[config.mk]
export PLATFORM = sky130hd
export DESIGN_NAME = wb_burst_master
export DESIGN_NICKNAME = d
export VERILOG_FILES = /design/src/rtl/wb_burst_master.sv
export SDC_FILE = /design/constraint.sdc
export NUM_CORES = 1
export LEC_CHECK = 0
export ABC_CLOCK_PERIOD_IN_PS = 5300
export CAP_MARGIN = 20
export CORE_AREA = 3 3 140 142
export CTS_BUF_LIST = sky130_fd_sc_hd__clkbuf_4
export CTS_CLUSTER_DIAMETER = 150
export DETAILED_ROUTE_END_ITERATION = 8
export DIE_AREA = 0 0 143 145
export PLACE_DENSITY_LB_ADDON = 0.05
export REMOVE_ABC_BUFFERS = 1
export SETUP_SLACK_MARGIN = 0.05
export SKIP_LAST_GASP = 1
export SLEW_MARGIN = 20
export SYNTH_ARGS = -nofsm -noshare
export SYNTH_HDL_FRONTEND = slang
export SYNTH_SLANG_ARGS = --single-unit
export TNS_END_PERCENT = 20
[constraint.sdc]
create_clock -name clk -period 5.3 [get_ports clk]
set_clock_uncertainty 0.1 [all_clocks]
set_input_delay 1.06 -clock clk [delete_from_list [all_inputs] [get_ports clk]]
set_output_delay 1.06 -clock clk [all_outputs]
set_load 0.02 [all_outputs]
[src/rtl/wb_burst_master.sv]
// wb_burst_master: Wishbone classic initiator that moves 64-bit words as two 32-bit beats
// (lower half first) between a command/data stream port and a Wishbone slave.
module wb_burst_master #(
   parameter int unsigned CNT_W   = 9,
   parameter int unsigned TIMEOUT = 16
) (
   input  logic             clk,
   input  logic             rst_n,
   input  logic             cmd_valid,
   output logic             cmd_ready,
   input  logic             cmd_write,
   input  logic [31:0]      cmd_base,
   input  logic [CNT_W-1:0] cmd_count,
   input  logic             wr_valid,
   output logic             wr_ready,
   input  logic [63:0]      wr_data,
   output logic             rd_valid,
   input  logic             rd_ready,
   output logic [63:0]      rd_data,
   output logic             wbm_cyc_o,
   output logic             wbm_stb_o,
   output logic             wbm_we_o,
   output logic [3:0]       wbm_sel_o,
   output logic [31:0]      wbm_adr_o,
   output logic [31:0]      wbm_dat_o,
   input  logic [31:0]      wbm_dat_i,
   input  logic             wbm_ack_i,
   output logic             busy,
   output logic             done,
   output logic             err
);

   localparam int unsigned TMO_W = $clog2(TIMEOUT);

   typedef enum logic [2:0] {
      StIdle,
      StFetch,
      StLo,
      StHi,
      StPush,
      StDone
   } state_t;

   state_t           r_state, w_state_nxt;
   logic             r_we, w_we_nxt;
   logic [31:0]      r_base, w_base_nxt;
   logic [CNT_W-1:0] r_count, w_count_nxt;
   logic [CNT_W-1:0] r_idx, w_idx_nxt;
   logic [63:0]      r_word, w_word_nxt;
   logic [63:0]      r_rd, w_rd_nxt;
   logic             r_cyc, w_cyc_nxt;
   logic             r_gap, w_gap_nxt;   // idle cycle between the two beats of a word
   logic             r_err, w_err_nxt;
   logic [TMO_W-1:0] r_tmo, w_tmo_nxt;   // cycles the current strobe has waited for ack

   logic             w_beat;
   logic             w_hi;
   logic             w_stb;
   logic [CNT_W-1:0] w_idx_inc;
   logic             w_last;

   assign w_beat    = (r_state == StLo) || (r_state == StHi);
   assign w_hi      = (r_state == StHi);
   assign w_stb     = w_beat && !r_gap;
   assign w_idx_inc = r_idx + 1'b1;
   assign w_last    = (w_idx_inc == r_count);

   // State and datapath registers, synchronous active-low reset.
   always_ff @(posedge clk) begin
      if (!rst_n) begin
         r_state <= StIdle;
         r_we    <= 1'b0;
         r_base  <= '0;
         r_count <= '0;
         r_idx   <= '0;
         r_word  <= '0;
         r_rd    <= '0;
         r_cyc   <= 1'b0;
         r_gap   <= 1'b0;
         r_err   <= 1'b0;
         r_tmo   <= '0;
      end else begin
         r_state <= w_state_nxt;
         r_we    <= w_we_nxt;
         r_base  <= w_base_nxt;
         r_count <= w_count_nxt;
         r_idx   <= w_idx_nxt;
         r_word  <= w_word_nxt;
         r_rd    <= w_rd_nxt;
         r_cyc   <= w_cyc_nxt;
         r_gap   <= w_gap_nxt;
         r_err   <= w_err_nxt;
         r_tmo   <= w_tmo_nxt;
      end
   end

   // Next-state logic: command accept, word fetch, beat handshakes, read push and timeout.
   always_comb begin
      w_state_nxt = r_state;
      w_we_nxt    = r_we;
      w_base_nxt  = r_base;
      w_count_nxt = r_count;
      w_idx_nxt   = r_idx;
      w_word_nxt  = r_word;
      w_rd_nxt    = r_rd;
      w_cyc_nxt   = r_cyc;
      w_gap_nxt   = r_gap;
      w_err_nxt   = r_err;
      w_tmo_nxt   = '0;

      case (r_state)
         StIdle: begin
            if (cmd_valid) begin
               w_we_nxt    = cmd_write;
               w_base_nxt  = cmd_base;
               w_count_nxt = cmd_count;
               w_idx_nxt   = '0;
               w_err_nxt   = 1'b0;
               w_gap_nxt   = 1'b0;
               if (cmd_count == '0) begin
                  w_state_nxt = StDone;
               end else if (cmd_write) begin
                  w_state_nxt = StFetch;
               end else begin
                  w_state_nxt = StLo;
                  w_cyc_nxt   = 1'b1;
               end
            end
         end
         StFetch: begin
            if (wr_valid) begin
               w_word_nxt  = wr_data;
               w_state_nxt = StLo;
               w_cyc_nxt   = 1'b1;
            end
         end
         StLo, StHi: begin
            if (r_gap) begin
               // Strobe is low this cycle; any ack is ignored.
               w_gap_nxt = 1'b0;
            end else if (wbm_ack_i) begin
               if (!r_we) begin
                  if (w_hi) w_rd_nxt[63:32] = wbm_dat_i;
                  else      w_rd_nxt[31:0]  = wbm_dat_i;
               end
               if (!w_hi) begin
                  w_state_nxt = StHi;
                  w_gap_nxt   = 1'b1;
               end else if (!r_we) begin
                  w_state_nxt = StPush;
               end else begin
                  w_idx_nxt = w_idx_inc;
                  if (w_last) begin
                     w_state_nxt = StDone;
                     w_cyc_nxt   = 1'b0;
                  end else begin
                     w_state_nxt = StFetch;
                  end
               end
            end else if (r_tmo == TMO_W'(TIMEOUT - 1)) begin
               w_err_nxt   = 1'b1;
               w_state_nxt = StDone;
               w_cyc_nxt   = 1'b0;
            end else begin
               w_tmo_nxt = r_tmo + 1'b1;
            end
         end
         StPush: begin
            if (rd_ready) begin
               w_idx_nxt = w_idx_inc;
               if (w_last) begin
                  w_state_nxt = StDone;
                  w_cyc_nxt   = 1'b0;
               end else begin
                  w_state_nxt = StLo;
               end
            end
         end
         StDone: begin
            w_state_nxt = StIdle;
            w_cyc_nxt   = 1'b0;
         end
         default: begin
            w_state_nxt = StIdle;
            w_cyc_nxt   = 1'b0;
         end
      endcase
   end

   // Outputs decoded from registered state only.
   always_comb begin
      cmd_ready = (r_state == StIdle);
      wr_ready  = (r_state == StFetch);
      rd_valid  = (r_state == StPush);
      rd_data   = r_rd;
      busy      = (r_state != StIdle);
      done      = (r_state == StDone);
      err       = r_err;
      wbm_cyc_o = r_cyc;
      wbm_stb_o = w_stb;
      wbm_we_o  = w_beat && r_we;
      wbm_sel_o = 4'hF;
      wbm_adr_o = '0;
      wbm_dat_o = '0;
      if (w_beat) begin
         wbm_adr_o = r_base + 32'({r_idx, 3'b000}) + {29'd0, w_hi, 2'b00};
         if (r_we) wbm_dat_o = w_hi ? r_word[63:32] : r_word[31:0];
      end
   end

endmodule

# Word level (Yosys, flattened, before mapping)
# Cells that the tools add are included.
# totals
out_inout_bits	141
word_cells	107
register_bits	189
inputBits	144
# op_classes
eq_ne	21
reduce_logical	20
add_sub_neg	4
bitwise	5
muxes	45
# op_table
op	count
$mux W32	4
$mux W9	6
$mux W3	11
$add A32 B12 Y32	1
$add A32 B3 Y32	1
$pmux W9 S3	1
$ne A2 B2 Y1 const B	10
$reduce_and A5 Y1	4
$mux W1	18
$pmux W3 S4	1
$add A9 B1 Y9 const B	1
$eq A9 B9 Y1	1
$logic_not A9 Y1	1
$ne A3 B3 Y1 const B	3
$reduce_and A9 Y1	1
$reduce_and A7 Y1	1
$eq A3 B2 Y1 const B	2
$eq A3 B3 Y1 const B	2
$reduce_and A2 Y1	3
$reduce_bool A3 Y1	2
$not A1 Y1	5
$reduce_or A5 Y1	1
$add A4 B1 Y4 const B	1
$eq A4 B4 Y1 const B	1
other kinds (11)	13

# Depth between registers and ports, before layout
# logic_depth
word_depth	8
depth_mapped	15
ltp_nobuf	11

# Worst setup path after synthesis
# No wires, ideal clock.
# synth_path
kind	reg-to-output
from	reg r_state[0]
to	out wbm_adr_o[12]
path_stages_with_launch	15
arrival_ns	3.368
path_slack_ns	0.772
required_ns	4.140
path_buffers	4
path_cell_list	dfxtp_1 -> buf_6 -> buf_2 -> buf_1 -> and2_1 -> ha_1 -> inv_1 -> fa_1 -> nor2b_1 -> o21a_1 -> o21ai_0 -> a21o_1 -> clkbuf_1 -> nand3_1 -> nor3b_1
# synth_via
elab_chain_len	3
word_cells_on_any_way	5
cone_classes	add/sub (1); eq/ne (2); mux (1); reduce/logical (1)
# synth_rtl
item	line_no	source
start, declared	44	state_t r_state, w_state_nxt;
start signal, assigned	71	r_state <= StIdle;
start signal, assigned	83	r_state <= w_state_nxt;
$eq A3 B2 Y1, on equally long branches	62, 63	
$add A32 B3 Y32 / $logic_or A1 B1 Y1 (equally long branches)	206, 62	
$mux W32 (*)	205	if (w_beat) begin
end, declared	24	output logic [31:0] wbm_adr_o,
# Mark *: on every way between the ends. The rest lies on a longest branch, timed or not.

# Final worst setup path
# layout_path
from	reg r_state[2]
to	out wbm_adr_o[24]
# Same word-level chain as after synthesis.

==> results.py <==
metrics = {
    "synthesis": {
        "synth_area_leaders": "dfxtp_1, nand2_1, a21oi_1",
        "synth.avg_cell_area_um2": 7.50,
        "netlist_instances": 1181,
        "yosys.area.top_type": "dfxtp_1",
        "ys.flop_type": "dfxtp_1",
        "synthTopCellsByCount": "nand2_1, a21oi_1, dfxtp_1, clkbuf_1, nor2_1",
        "synth_cell_types": 66,
        "ys_ff_latch": 189,
        "synth-edff-count": 0,
        "synth.most_common_cell": "nand2_1",
        "ys_warn_count": 0,
        "ys_async_sr_fraction": 0,
        "synth_seq_area_share": 0.427,
        "netlist.area_leader.share": 0.427,
        "netlist_area_um2": 8860,
    },
    "hold_path": {
        "min-delay-start": "rd_data[36]",
        "holdPathEnd": "rd_data[36]",
        "min_path_cells": 2,
        "hold_path_class": "reg2reg",
    },
    "timing": {
        "grt_setup_unrepaired": "yes",
        "slew_violations": 0,
        "period_minus_slack_ps": 5030,
        "hold_viol": 0,
        "setup_slack_ps": 268,
        "worstMarginPinSlew_ps": 1020,
        "setup_viol": 0,
        "max_freq_ghz": 0.199,
        "fin_crit_sh": 0.949,
        "setup-tns-final_ps": 0,
        "slew_headroom": 0.318,
    },
    "floorplan": {
        "initial_core_util": 0.477,
        "rows": 50,
        "coreArea_um2": 18600,
        "die_h_um": 145,
        "ios": 285,
        "die-area_um2": 20700,
        "die_x_um": 143,
    },
    "grt": {
        "grt_max_degree": 94,
        "antenna_found_initial": 1,
        "grt.total_usage": 0.244,
        "use_met3": 0.0900,
        "grt_pass1_wl_mm": 41.6,
        "grt_pass1_vias": 8157,
        "grt_use_met2": 0.394,
        "grt_overflow": 0,
        "gr-usage-met1": 0.307,
        "top_usage_layer": "met2",
    },
    "power_and_ir_drop": {
        "p_leak_nw": 4.03,
        "cellPowerDensity_nw_per_um2": 337,
        "vdd_drop_max_mv": 0.213,
    },
    "placement": {
        "routabilityCongestion": 0.866,
        "dp_worst_setup_slack_ps": 798,
        "hpwl_mm": 18.0,
        "dpl.cell_count": 1627,
        "io_buffers": 280,
    },
    "clock_tree": {
        "cts_inserted_buffers": 17,
        "clock_sinks": 189,
        "postCtsHoldBufs": 0,
        "clk_latency_ps": 580,
        "clk_pin_slew_worst_paths_ps": 160,
        "cts_tree": "yes",
        "root_buffer": "clkbuf_4",
        "cts-htree-levels": 4,
        "clockBufferDepth": 2,
    },
    "route": {
        "vias_per_cell": 5.28,
        "drt_iter0_markers": 522,
        "detail-route-antenna-nets": 0,
        "wl_per_cell_um": 15.8,
        "route.detailed.drc": 0,
        "drt-total-wl_mm": 26.2,
        "dr_total_vias": 8775,
        "drtPass1Iterations": 5,
    },
    "setup_path": {
        "cp_cell_sequence": "buf_4 > nor2b_2 > and2_1 > ha_1 > inv_1 > fa_1 > nor2b_1 > o21a_1 > o21ai_0 > a21o_2 > a211oi_1 > mux2i_1 > clkdlybuf4s50_1",
        "max_stage_delay_ps": 620,
        "cp_slowest_cell": "clkdlybuf4s50_1",
        "critPathArrivalTime_ps": 3870,
        "critPathMaxFanout": 15,
        "r2r_slack_ps": 2400,
        "worstPathRequired_ps": 4140,
        "reg2reg_to": "r_base[4]",
        "crit_type": "reg2out",
        "worst_setup_path_end_kind": "primary output",
        "start_kind": "register",
        "r2r_cells": 6,
        "reg2reg_from": "r_state[0]",
    },
    "finish": {
        "area_growth_pct": 36.0,
        "fin_nets": 1570,
        "drive_gt1_frac": 0.0484,
        "layoutNonFillerInstCount": 1661,
    },
    "run_status": {
        "status": "complete, no violations",
    },
    "job": {
        "maxCapViolations": 0,
    },
}
-- flip-flops by register name, summed over array words and instances (netlist names) --
register	cells
r_idx	9
wbm_cyc_o	1
r_gap	1
r_tmo	4
err	1
r_state	3
r_word	64
r_base	32
r_we	1
r_count	9
rd_data	64
-- cell type report --
class | count | area [um2]
Tap cell | 234 | 293
Timing Repair Buffer | 298 | 2940
Clock buffer | 17 | 128
Multi-Input combinational cell | 894 | 4670
Sequential cell | 189 | 3780
Fill cell | 1722 | 6540
Antenna cell | 1 | 2.50
Clock inverter | 15 | 175
Inverter | 13 | 51.3
-- through the flow --
step / hold slack (ps) / total power [mW] / util / area [um2]
after global placement: 331 / 3.23 / 0.631 / 11700
after global routing: 378 / 4.31 / 0.648 / 12000
after floorplan: 318 / 2.64 / - / 8480
after detailed placement: 342 / 3.25 / 0.631 / 11700
after CTS: 362 / 4.08 / 0.647 / 12000
final: 364 / 4.05 / 0.648 / 12000
-- report_power, final --
group / switching (mW) / total (mW) / internal, mW
Sequential: 0.129 / 1.73 / 1.60
Combinational: 0.890 / 1.48 / 0.594
Clock: 0.540 / 0.837 / 0.297
Total: 1.56 / 4.05 / 2.50
-- kinds of logic (layout without fill, tap and decap cells) --
group / Yosys count / count (layout) / synth area share
buffers and inverters: 101 / 343 / 0.0501
AO/OA/AOI/OAI: 286 / 286 / 0.186
other: 1 / 5 / 0.000423
multiplexers: 39 / 39 / 0.0442
XOR/XNOR: 17 / 17 / 0.0168
adder cells (fa/ha/maj): 13 / 13 / 0.0192
AND/OR/NAND/NOR: 535 / 535 / 0.256
flip-flops: 189 / 189 / 0.427
-- worst max path at each step --
stage,from,to
after floorplan,r_state[0],wbm_adr_o[24]
after global placement,r_state[2],wbm_adr_o[22]
after detailed placement,r_state[2],wbm_adr_o[24]
after CTS,r_state[2],wbm_adr_o[24]
after global routing,r_state[2],wbm_adr_o[24]
final,r_state[2],wbm_adr_o[24]
-- routing by layer --
metal / vias to the layer above / routed length, um / part of all wire
met5: - / 0 / 0
met4: 0 / 524 / 0.020
met3: 34 / 2370 / 0.090
met2: 263 / 12400 / 0.47
met1: 4023 / 10900 / 0.42
li1: 4455 / - / -
-- cell usage in the layout, fill, tap and decap left out, types with 3 or more instances in the layout --
master           instances
clkbuf_4                17
a311oi_1                 7
nand4_1                  5
a21o_1                   3
or4_1                    6
ha_1                    12
nand3_1                 13
xor2_1                   5
a211o_1                  3
buf_4                   18
o21ai_0                 20
xnor2_1                 12
and4_1                   4
a21oi_1                205
nor3b_1                  5
and3_1                   5
a31oi_1                  3
clkdlybuf4s50_1        279
nor3_1                  10
conb_1                   4
and2_1                   8
or3_1                   10
o21a_1                   7
o22ai_1                  3
inv_1                   12
nand3b_1                 3
nor2b_1                  3
dfxtp_1                188
nand2_1                379
mux2i_1                 38
nor2_1                  61
inv_6                    6
nand2b_1                 8
o31ai_1                  5
a2111o_1                 5
-- worst max-delay path, delay by kind of cell, from the launching register on --
| kind | cells | cell delay [ps] |
|---|---|---|
| compound gates | 4 | 950 |
| fa+ha+maj | 2 | 560 |
| buf+inv | 3 | 850 |
| flops | 1 | 320 |
| mux | 1 | 220 |
| simple gates | 3 | 420 |
-- repair_timing --
action                     4_1_cts  5_1_grt
setup endpoints to repair        0       13
setup buffers                    0        1
resized for setup                0        2
Power figures use the tool's default switching activity.
